$ cat src/rtl/fp_add_sched.sv
// fp_add_sched: round-robin scheduler sharing one pipelined FP_ADD among NREQ requesters.
// Latency: transfer in cycle t -> add_a/add_b in t+1 -> one-cycle rsp_valid in t+LAT+2.
// Backpressure: one-hot req_ready grant only in RUN; responses have none. Optional FP_ADD_SCHED_STATS_EN adds stat counters.
module fp_add_sched #(
    parameter int NREQ = 4,
    parameter int LAT  = 7,
    parameter int IDW  = $clog2(NREQ)
) (
    input  logic               clk,
    input  logic               reset,
    input  logic [NREQ-1:0]    req_valid,
    input  logic [32*NREQ-1:0] req_a,
    input  logic [32*NREQ-1:0] req_b,
    output logic [NREQ-1:0]    req_ready,
    output logic [31:0]        add_a,
    output logic [31:0]        add_b,
    input  logic [31:0]        add_q,
    output logic [NREQ-1:0]    rsp_valid,
    output logic [31:0]        rsp_data,
    input  logic               drain,
    output logic               idle
`ifdef FP_ADD_SCHED_STATS_EN
    ,
    output logic [31:0]        stat_issued,
    output logic [31:0]        stat_conflict
`endif
);

    typedef enum logic [1:0] {ST_RUN, ST_DRAIN, ST_IDLE} state_t;

    state_t          state_q;
    logic            idle_q;
    logic [IDW-1:0]  last_q;
    logic [31:0]     add_a_q;
    logic [31:0]     add_b_q;
    logic [NREQ-1:0] rsp_valid_q;
    logic [31:0]     rsp_data_q;

    // Tag pipeline: stage 0 is written at transfer, stage LAT lines up with add_q.
    logic [LAT:0]    sr_vld_q;
    logic [LAT:0]    sr_vld_d;
    logic [IDW-1:0]  sr_id_q [LAT+1];

    logic [IDW-1:0]  gnt_id;
    logic            gnt_any;
    logic [IDW-1:0]  scan_idx;
    logic            xfer;
    logic            sr_empty;

    // Round-robin search starting just after the last granted requester.
    always_comb begin
        gnt_id   = last_q;
        gnt_any  = 1'b0;
        scan_idx = '0;
        for (int k = 1; k <= NREQ; k++) begin
            scan_idx = IDW'((int'(last_q) + k) % NREQ);
            if (!gnt_any && req_valid[scan_idx]) begin
                gnt_any = 1'b1;
                gnt_id  = scan_idx;
            end
        end
    end

    // Grants are suppressed while reset is held and outside RUN.
    always_comb begin
        req_ready = '0;
        if (reset && (state_q == ST_RUN) && gnt_any) begin
            req_ready = NREQ'(1) << gnt_id;
        end
    end

    assign xfer     = |(req_valid & req_ready);
    assign sr_empty = ~|sr_vld_q;
    assign sr_vld_d = {sr_vld_q[LAT-1:0], xfer};

    // Run/drain/idle control; idle is registered alongside the state.
    always_ff @(posedge clk) begin
        if (!reset) begin
            state_q <= ST_RUN;
            idle_q  <= 1'b0;
        end else begin
            case (state_q)
                ST_RUN: begin
                    if (drain) begin
                        state_q <= ST_DRAIN;
                    end
                end
                ST_DRAIN: begin
                    if (!drain) begin
                        state_q <= ST_RUN;
                    end else if (sr_empty) begin
                        state_q <= ST_IDLE;
                        idle_q  <= 1'b1;
                    end
                end
                ST_IDLE: begin
                    if (!drain) begin
                        state_q <= ST_RUN;
                        idle_q  <= 1'b0;
                    end
                end
                default: begin
                    state_q <= ST_RUN;
                    idle_q  <= 1'b0;
                end
            endcase
        end
    end

    // Operand registers, arbitration pointer, tag valids and response register.
    always_ff @(posedge clk) begin
        if (!reset) begin
            add_a_q     <= '0;
            add_b_q     <= '0;
            last_q      <= IDW'(NREQ - 1);
            sr_vld_q    <= '0;
            rsp_valid_q <= '0;
            rsp_data_q  <= '0;
        end else begin
            if (xfer) begin
                add_a_q <= req_a[{gnt_id, 5'b0} +: 32];
                add_b_q <= req_b[{gnt_id, 5'b0} +: 32];
                last_q  <= gnt_id;
            end
            sr_vld_q <= sr_vld_d;
            if (sr_vld_q[LAT]) begin
                rsp_data_q  <= add_q;
                rsp_valid_q <= NREQ'(1) << sr_id_q[LAT];
            end else begin
                rsp_valid_q <= '0;
            end
        end
    end

    // Requester tags ride alongside the valids; their value only matters when valid.
    always_ff @(posedge clk) begin
        sr_id_q[0] <= gnt_id;
        for (int s = 1; s <= LAT; s++) begin
            sr_id_q[s] <= sr_id_q[s-1];
        end
    end

    assign add_a     = add_a_q;
    assign add_b     = add_b_q;
    assign rsp_valid = rsp_valid_q;
    assign rsp_data  = rsp_data_q;
    assign idle      = idle_q;

`ifdef FP_ADD_SCHED_STATS_EN
    logic [31:0] stat_issued_q;
    logic [31:0] stat_conflict_q;
    logic        contended;

    assign contended = ($countones(req_valid) > 1) && (state_q == ST_RUN);

    // Saturating transfer and contention counters.
    always_ff @(posedge clk) begin
        if (!reset) begin
            stat_issued_q   <= '0;
            stat_conflict_q <= '0;
        end else begin
            if (xfer && (stat_issued_q != '1)) begin
                stat_issued_q <= stat_issued_q + 32'd1;
            end
            if (contended && (stat_conflict_q != '1)) begin
                stat_conflict_q <= stat_conflict_q + 32'd1;
            end
        end
    end

    assign stat_issued   = stat_issued_q;
    assign stat_conflict = stat_conflict_q;
`endif

endmodule

$ cat config.mk
export PLATFORM = sky130hd
export DESIGN_NAME = fp_add_sched
export DESIGN_NICKNAME = d
export VERILOG_FILES = /design/src/rtl/fp_add_sched.sv
export SDC_FILE = /design/constraint.sdc
export NUM_CORES = 1
export LEC_CHECK = 0
export ABC_AREA = 0
export CAP_MARGIN = 10
export CORE_AREA = 2 2 154 156
export CTS_CLUSTER_DIAMETER = 100
export DETAILED_ROUTE_END_ITERATION = 16
export DIE_AREA = 0 0 156 158
export DONT_BUFFER_PORTS = 1
export PLACE_DENSITY_LB_ADDON = 0.25
export SYNTH_ARGS = -nofsm -noshare
export SYNTH_HDL_FRONTEND = slang
export SYNTH_SLANG_ARGS = --single-unit
$ cat constraint.sdc
create_clock -name clk -period 3.14 [get_ports clk]
set_input_delay 0.471 -clock clk [delete_from_list [all_inputs] [get_ports clk]]
set_output_delay 0.471 -clock clk [all_outputs]
set_load 0.01 [all_outputs]
==> metrics.md, run 1 <==
| Metric | Value |
|---|---|
| Status | finished, final reports clean |
| Reg clk slew, reported paths | 0.06 ns |
| Dpl cells | about 870 |
| Hold Path Class | input pin to flip-flop |
| CTS buffer count | 17 |
| Post-route insts no fill | 900 |
| Largest net degree at the start of global routing | roughly 110 |
| CTS sink cnt | around 130 |
| Port Buffer Count | 0 |
| Pwr Density | 637.7 mW/mm^2 |
| Synth Instances | roughly 630 |
| CP cell instances | nand2b_1, a21o_1, and3_4, inv_2, buf_4, a221oi_1, a211oi_1 |
| Resize count post-CTS | 0 |
| Final wirelength | 21.22 mm |
| I/O Pins | 400 |
| Slew HR | around two fifths |
| Area of the multi-input gates | ~0.0036 sq mm |
| Mapped Nets | between 900 and 1000 |
| Top cell type's share of synthesized area | between 30% and 40% |
| Final Power | roughly 4.6 mW |
| Final hold vios | 0 |
| Critical path arrival | roughly 2.9 ns |
| HPWL after DPL | between 15 and 20 mm |
| Hold Crit Start | reset |
| Mapped cell area | approximately 0.0065 sq mm |
| FF+latch area | roughly 0.0026 sq mm |
| Most frequent cells in the layout | dfxtp_1 (128), mux2i_1 (98), and2_1 (71) |
| Total negative setup slack | 0 ns |
| Post-synth EDFFs | 0 |
| Commonest non-fill, non-tap cell in the layout | dfxtp_1 |
| Max rail drop VDD | around 0.25 mV |
| Hold_ws | 0.1691 ns |
| Vias | 5093 |
| Layout cells sized above 1 | between 10% and 20% |
| Routed wire per std cell | around 24 microns |
| Post-route cell area | ~0.0072 sq mm |
| Row Count | between 50 and 60 |
| # DRC | 0 |
| Final count of negative-setup-slack endpoints | 0 |
| Initial DRC count | between 200 and 300 |
| Tmin final | roughly 2.6 ns |
| FF+latch count, synth | between 100 and 150 |
| Synth area leader | dfxtp_1 |
| Gr ovfl total | 0 |
| CTS tree | done |
| Yosys cell types | 31 |
| Initial core utilization | between 20 and 30% |
| Core area | between 0.02 and 0.025 sq mm |
| Place WS | roughly 0.47 ns |
| Synth Warn # | 0 |
| Post-CTS Hold Fix Bufs | 0 |
| Nets | between 800 and 900 |
| Final setup margin | between 0.5 and 0.6 ns |
| Leak Pwr | between 2 and 3 nW |
| Cell family with most CP delay | buffers and inverters |
| Routability cong. | 0.9032 |
| Filler Cell Count | 2367 |
| CP Capture Type | flip-flop |
| Vias in the first global route | about 5100 |
| Root Driver | clkbuf_16 |
| Die height | 158 microns |
| H-tree levels | 4 |
| Slowest-stage cell, CP | buf_4 |
| Clock Tree Buf Depth | 2 |
| Area after DPL | roughly 0.0066 sq mm |
| Syn avg cell area | 10.28 sq um |
| Final Core Density | between 30% and 40% |
| R2R Path Start | last_q[0] |
| Drt pass-1 iters | 5 |
| Area Growth Syn to Fin | 11.22% |
| CP startpoint | last_q[0] |
| Max Freq | just under 400 MHz |
| Max cap viols | 0 |
| Worst Setup Path Type | flip-flop to flip-flop |
| Crit share post-route | ~82% |
| Full die area | between 0.02 and 0.025 sq mm |
| Crit path buf inv count | 2 |
| Ys async rst share | 0% |
| Initial antenna violation count | 2 |
| Post-DR vias/cell | between 5 and 6 |
| # Post-CTS Setup Buffers | 0 |
| Sequential element share of the synthesized area | approximately 40% |
| RSZ-0062 raised after global routing | no |
| Worst skew pair latency | ~0.41 ns |
| Skew final | 0.009928 ns |
| CP peak stage delay | 0.62 ns |
| Largest fanout on the critical path | 44 |
| Worst Path Required | between 3 and 4 ns |
| Die W | 156 microns |
| Slew Limit Fails | 0 |
| Area contributors post-synth | dfxtp_1 (40%), mux2i_1 (15%), and2_1 (7.0%) |
| Ys flop type | dfxtp_1 |
| Global-route wire length before repair | about 31 mm |
| Total Routing Usage GR | 16.36% |
| Post-route ant nets | 0 |
| CP startpoint kind | flip-flop |
| Slew at the pin closest to its max-slew limit | 0.8865 ns |
## state kept, by name, summed over array words and instances (netlist names)
| register | flops |
|---|---|
| add_a | 32 |
| sr_id_q | 16 |
| last_q | 2 |
| add_b | 32 |
| rsp_valid | 4 |
| idle | 1 |
| sr_vld_q | 8 |
| state_q | 2 |
| rsp_data | 32 |
## final timing paths
path	endpoint	slack [ns]	depth (start not counted)
worst max-delay path	add_b[20]	0.55	7
worst min-delay path	last_q[1]	0.17	1
worst min register to register	sr_id_q[0][4]	0.33	0
worst max register to register	add_b[20]	0.55	7
## metal layers
| layer | share of wire, % | routed length (microns) | track usage, % | vias up |
|---|---|---|---|---|
| met5 | 0 | 0 | 0 | - |
| met4 | 1.9 | 402 | 5.854 | 0 |
| met3 | 9.1 | 1937 | 5.968 | 24 |
| met2 | 50 | 10530 | 27.35 | 296 |
| met1 | 39 | 8354 | 19.35 | 2476 |
| li1 | - | - | - | 2297 |
## worst reg2reg max path, stage by stage (launching register included)
cell and delay [ns]:
dfxtp_1 0.35, nand2b_1 0.17, a21o_1 0.17, and3_4 0.19
inv_2 0.45, buf_4 0.63, a221oi_1 0.27, a211oi_1 0.26
## power by group
group	internal (mW)	total, mW	switching [mW]
clock network	1.14	1.97	0.835
logic	0.281	0.724	0.443
registers	1.77	1.91	0.139
total	3.19	4.61	1.42
## Yosys cell counts, types with 2 or more instances
cell type and number:
nor4_1 2, nor2b_1 34, nand2_1 6, dfxtp_1 129, buf_4 2, a211oi_2 28
o21ai_0 66, buf_2 21, a221oi_1 37, inv_1 2, nand2b_1 2, a221oi_2 27
mux2i_1 98, o21ai_1 3, nor3_1 3, and2_1 73, a211oi_1 36, and3_1 3
clkbuf_1 32, buf_6 10, nor2_1 8
## cells by family after synthesis
| logic type | Yosys count | synth area share [%] |
|---|---|---|
| AND/OR/NAND/NOR | 135 | 12.76 |
| multiplexers | 98 | 15.09 |
| flip-flops | 129 | 39.73 |
| buffers and inverters | 69 | 5.832 |
| AO/OA/AOI/OAI | 201 | 26.58 |
## layout make-up
type | count | area share (%)
multi-input combinational | 434 | 49.24
tap | 290 | 5.019
clock inverter | 14 | 1.973
timing repair buffer | 10 | 1.731
antenna | 2 | 0.06923
inverter | 3 | 0.1558
clock buffer | 18 | 6.075
sequential | 129 | 35.74
Power figures use the tool's default switching activity.
==> run 2: changes to the inputs <==
==> constraint.sdc (replaced) <==
create_clock -name clk -period 2.6 [get_ports clk]
set_input_delay 0.39 -clock clk [delete_from_list [all_inputs] [get_ports clk]]
set_output_delay 0.39 -clock clk [all_outputs]
set_load 0.01 [all_outputs]
==> run 2 against run 1 <==
Routed wire length down 2.2%; global-route usage down 0.46 points; hold slack worse by 0.12 ns; final cell count up 1.0%; largest cell class unchanged; largest power group unchanged.
==> metrics.md, run 2 (synthesized netlist as in run 1, its figures left out) <==
| Metric | Value |
|---|---|
| Status | finished, final reports clean |
| Routability cong. | 0.8384 (-7.2%) |
| Worst Path Required | 2.21 ns (-1.24 ns) |
| Max cap viols | 0 (unchanged) |
| # DRC | 0 (unchanged) |
| Worst skew pair latency | 0.41 ns (about the same) |
| Layout cells sized above 1 | 18.64% (+1.2 points) |
| CP startpoint kind | flip-flop |
| # Post-CTS Setup Buffers | 0 (unchanged) |
| Drt pass-1 iters | 7 (+2) |
| Vias in the first global route | 5060 (-1.7%) |
| Root Driver | clkbuf_16 |
| Reg clk slew, reported paths | 0.06 ns (about the same) |
| Total Routing Usage GR | 15.90% (-0.46 points) |
| Largest fanout on the critical path | 12 (-73%) |
| HPWL after DPL | 15.07 mm (about the same) |
| Dpl cells | 875 (+1.0%) |
| Nets | 899 (+1.0%) |
| Max Freq | between 400 and 500 MHz |
| Final count of negative-setup-slack endpoints | 0 (unchanged) |
| CP cell instances | nand2b_1, a21o_1, and3_4, inv_2, buf_4, nor2_1 |
| Crit share post-route | 89.10% |
| Core area | 0.02305 sq mm (unchanged) |
| Gr ovfl total | 0 (unchanged) |
| Cell family with most CP delay | buffers and inverters |
| Slew Limit Fails | 0 (unchanged) |
| Slew at the pin closest to its max-slew limit | 0.6396 ns (-0.2469 ns) |
| Hold path depth | 1 (unchanged) |
| CTS buffer count | 17 (unchanged) |
| Clock Tree Buf Depth | 2 (unchanged) |
| Final hold vios | 0 (unchanged) |
| Cell count of the worst reg-to-reg path | 7 (unchanged) |
| CP peak stage delay | 0.35 ns (-0.27 ns) |
| H-tree levels | 4 (unchanged) |
| Largest net degree at the start of global routing | 111 (unchanged) |
| Critical path arrival | 1.93 ns (-0.97 ns) |
| Worst Setup Path Type | flip-flop to output pin |
| Layer carrying the most global-route usage | met2 |
| Most frequent cells in the layout | dfxtp_1 (128), mux2i_1 (98), and2_1 (71) |
| Vias | 5094 (+0.020%) |
| Resize count post-CTS | 0 (unchanged) |
| GR Util met1 | 18.92% (-0.43 points) |
| Hold Path Class | input pin to flip-flop |
| Tmin final | about 2.3 ns |
| Global-route wire length before repair | 29.73 mm (-2.6%) |
| Total negative setup slack | 0 ns (unchanged) |
| CTS tree | done |
| Met3 Use GR | 5.667% (-0.30 points) |
| Slew HR | 57.36% (+17 points) |
| CP Capture Type | output pin |
| Met2 usage | 26.51% (-0.84 points) |
| Max rail drop VDD | 0.3181 mV (+29%) |
| Routed wire per std cell | 22.83 microns (-3.2%) |
| Post-route insts no fill | 909 (+1.0%) |
| CTS sink cnt | 129 (unchanged) |
| Initial DRC count | 343 (+21%) |
| Post-DR vias/cell | 5.604 (-0.97%) |
| Full die area | 0.02465 sq mm (unchanged) |
| Area Growth Syn to Fin | 12.47% |
| Die height | 158 microns (unchanged) |
| RSZ-0062 raised after global routing | no |
| Worst path depth | 6 (-1) |
| Skew final | 0.01372 ns (+0.003788 ns) |
| Crit path buf inv count | 2 (unchanged) |
| Pwr Density | 756.6 mW/mm^2 (+19%) |
| Die W | 156 microns (unchanged) |
| I/O Pins | 400 (unchanged) |
| Port Buffer Count | 0 (unchanged) |
| Slowest-stage cell, CP | dfxtp_1 |
| Final wirelength | 20.76 mm (-2.2%) |
| Filler Cell Count | 2330 (-1.6%) |
| Post-CTS Hold Fix Bufs | 0 (unchanged) |
| Leak Pwr | 2.593 nW (+1.6%) |
| Row Count | 56 (unchanged) |
| Initial antenna violation count | 1 (-1) |
| Post-route ant nets | 0 (unchanged) |
| Commonest non-fill, non-tap cell in the layout | dfxtp_1 |
| Initial core utilization | 28.20% (unchanged) |
## run 2: cell count changes in the layout (fill, tap and decap cells not counted), sizes merged
cell and change:
clkinv +3, inv -5, clkinvlp +2, buf +9
## run 2: stage by stage
step                setup slack, ns  total power, mW  area [sq um]  utilization (%)  hold slack, ns
floorplan                    0.7192            3.047          6500                -          0.3096
finish                       0.2834            5.532          7311            31.71         0.04767
CTS                          0.2268            5.624          7306            31.69         0.02765
global route                 0.1435            5.793          7308            31.70         0.02512
global placement             0.5332            3.244          6735            29.22          0.3105
detailed placement           0.5243            3.264          6735            29.22          0.3121
## run 2: final timing paths
kind	slack, ns	to	startpoint
worst max register to register	0.64	add_a[1]	last_q[0]
worst max-delay path	0.28	req_ready[0]	last_q[0]
worst min-delay path	0.05	last_q[1]	reset
worst min register to register	0.32	sr_id_q[1][0]	sr_id_q[0][6]
## run 2: metal layers
layer  routed length [microns]  vias to the layer above  part of all wire [%]
li1                          -                     2319                     -
met2                     10150                      277                    49
met1                      8322                     2468                    40
met5                         0                        -                     0
met3                      1840                       30                   8.9
met4                       446                        0                   2.1
## run 2: final cells by class
class / count / area, sq um / share of cell area [%]
multi-input cells: 434 / 3560 / 48.69
flip-flops and latches: 129 / 2584 / 35.34
clock buffers: 18 / 439.2 / 6.007
well taps: 290 / 362.8 / 4.963
repair buffers: 19 / 217.7 / 2.978
clock inverters: 14 / 131.4 / 1.797
inverters: 3 / 11.26 / 0.1540
diodes: 2 / 5.005 / 0.06846
## run 2: power by group
part           internal (mW)  switching (mW)  leakage (nW)  total (mW)
registers               2.14           0.171          1.06        2.31
clock network           1.35           0.968         0.270        2.32
logic                  0.372           0.528          1.26       0.900
==> run 3: changes to the inputs <==
==> constraint.sdc (replaced) <==
create_clock -name clk -period 2.6 [get_ports clk]
set_input_delay 0.52 -clock clk [delete_from_list [all_inputs] [get_ports clk]]
set_output_delay 0.52 -clock clk [all_outputs]
set_load 0.01 [all_outputs]
==> run 3 against run 2 <==
Largest power group unchanged; critical path depth is 1 lower; non-clock buffer count up 1; hold slack better by 0.14 ns; combinational power grew 3.4%; largest cell class unchanged.
==> metrics.md, run 3 (synthesized netlist as in run 1, its figures left out) <==
| Metric | Value |
|---|---|
| Routability cong. | 0.8121 (-3.1%) |
| Initial core utilization | 28.20% (unchanged) |
| Skew final | 0.01173 ns (-0.001989 ns) |
| Initial DRC count | 334 (-2.6%) |
| Worst Setup Path Type | flip-flop to output pin |
| CTS buffer count | 17 (unchanged) |
| Die height | 158 microns (unchanged) |
| CP startpoint | last_q[0] |
| Routed wire per std cell | 23.82 microns (+4.3%) |
| Vias | 5192 (+1.9%) |
| Layout cells sized above 1 | 18.48% (-0.16 points) |
| Total Routing Usage GR | 16.33% (+0.42 points) |
| Crit Reg-Reg Endpoint | add_b[19] |
| CP Capture Type | output pin |
| Largest net degree at the start of global routing | 111 (unchanged) |
| Slew HR | 58.02% (+0.66 points) |
| Post-route ant nets | 0 (unchanged) |
| Largest fanout on the critical path | 31 (+19) |
| Area Growth Syn to Fin | 12.53% (about the same) |
| Nets | 900 (+0.11%) |
| Initial antenna violation count | 1 (unchanged) |
| Status | finished, final reports clean |
| Post-CTS Hold Fix Bufs | 0 (unchanged) |
| R2R Path Start | last_q[0] |
| Final count of negative-setup-slack endpoints | 0 (unchanged) |
| Slew at the pin closest to its max-slew limit | 0.6296 ns (-0.009965 ns) |
| Drt pass-1 iters | 5 (-2) |
| RSZ-0062 raised after global routing | no |
| I/O Pins | 400 (unchanged) |
| Total negative setup slack | 0 ns (unchanged) |
| Global-route wire length before repair | 30.37 mm (+2.1%) |
| CP peak stage delay | 0.34 ns (about the same) |
| Critical path arrival | 1.96 ns (+0.03 ns) |
| Max Freq | 402.7 MHz (-6.7%) |
| CTS sink cnt | 129 (unchanged) |
| Port Buffer Count | 0 (unchanged) |
| Leak Pwr | 2.600 nW (+0.29%) |
| Reg2reg setup slack | 0.50 ns (-0.14 ns) |
| Clock Tree Buf Depth | 2 (unchanged) |
| Hold_ws | 0.1829 ns (+0.1352 ns) |
| Row Count | 56 (unchanged) |
| Final hold vios | 0 (unchanged) |
| Vias in the first global route | 5174 (+2.3%) |
| Slowest-stage cell, CP | dfxtp_1 |
| Gr ovfl total | 0 (unchanged) |
| Post-DR vias/cell | 5.718 (+2.0%) |
| Max cap viols | 0 (unchanged) |
| Setup crit end | req_ready[3] |
| Full die area | 0.02465 sq mm (unchanged) |
| Filler Cell Count | 2357 (+1.2%) |
| Crit share post-route | 95.50% (+6.4 points) |
| CP cell instances | nand2b_1, a21o_1, and3_4, inv_4, and3_1 |
| CP startpoint kind | flip-flop |
| Hold Path Class | input pin to flip-flop |
| Die W | 156 microns (unchanged) |
| Cell count of the worst reg-to-reg path | 6 (-1) |
| Max rail drop VDD | 0.2727 mV (-14%) |
| Tmin final | 2.483 ns (+0.1664 ns) |
| H-tree levels | 4 (unchanged) |
| CTS tree | done |
| Reg clk slew, reported paths | 0.06 ns (about the same) |
| Worst Path Required | 2.08 ns (-0.13 ns) |
| Root Driver | clkbuf_16 |
| Worst skew pair latency | 0.41 ns (about the same) |
| Pwr Density | 761.2 mW/mm^2 (+0.60%) |
| Core area | 0.02305 sq mm (unchanged) |
| Slew Limit Fails | 0 (unchanged) |
| Most frequent cells in the layout | dfxtp_1 (128), mux2i_1 (98), and2_1 (71) |
| HPWL after DPL | 15.36 mm (+1.9%) |
| # DRC | 0 (unchanged) |
| Final wirelength | 21.63 mm (+4.2%) |
| Commonest non-fill, non-tap cell in the layout | dfxtp_1 |
==> run 3: how the worst min path moves through the flow <==
stage               slack [ns]  cells past startpoint           from       endpoint
floorplan                 0.31                      0  sr_id_q[0][0]  sr_id_q[0][2]
global placement          0.31                      0  sr_id_q[0][6]  sr_id_q[1][0]
detailed placement        0.31                      0  sr_id_q[1][2]  sr_id_q[1][4]
CTS                       0.16                      1          reset      last_q[1]
global route              0.14                      1          reset      last_q[1]
finish                    0.18                      1          reset      last_q[1]
==> run 3: critical path: cells and delay by family, from the launching register on <==
family	cells	cell delay (ns)
AO/OA/AOI/OAI	1	0.18
buffers and inverters	1	0.32
flip-flops	1	0.34
AND/OR/NAND/NOR	3	0.71
==> run 3: per-stage QoR <==
step	instance area [sq um]	cells	power (mW)	utilization, %	worst slack, ns
6_report	7315	908	5.568	31.73	0.1170
4_1_cts	7279	906	5.644	31.58	0.02796
5_1_grt	7315	908	5.871	31.73	0.01515
2_1_floorplan	6500	632	3.047	-	0.4592
3_3_place_gp	6710	875	3.238	29.11	0.1899
3_5_place_dp	6710	875	3.261	29.11	0.1746
==> run 3: cell type report <==
cell class | count | area, sq um | area share [%]
Clock inverter | 13 | 137.6 | 1.882
Multi-Input combinational cell | 434 | 3560 | 48.67
Tap cell | 290 | 362.8 | 4.961
Inverter | 3 | 13.76 | 0.1882
Timing Repair Buffer | 20 | 225.2 | 3.079
Sequential cell | 129 | 2584 | 35.32
Antenna cell | 1 | 2.502 | 0.03421
Clock buffer | 18 | 429.2 | 5.867
==> run 3: layer usage <==
metal	track usage (%)	wire length, microns	up-vias
li1	-	-	2314
met1	18.69	8457	2508
met2	27.92	10700	329
met3	6.050	1935	41
met4	5.985	541	0
met5	0	0	-
==> run 3: report_power, final <==
group | switching, mW | internal (mW)
Sequential | 0.169 | 2.14
Clock | 0.920 | 1.41
Combinational | 0.557 | 0.374
Total | 1.65 | 3.92
==> run 3: timing repair <==
action / CTS / global route
gates resized for setup: 1 / 1
endpoints found under the setup margin: 2 / 1
gates cloned: 0 / 1
endpoints found under the hold margin: 0 / 0
setup buffers: 0 / 0
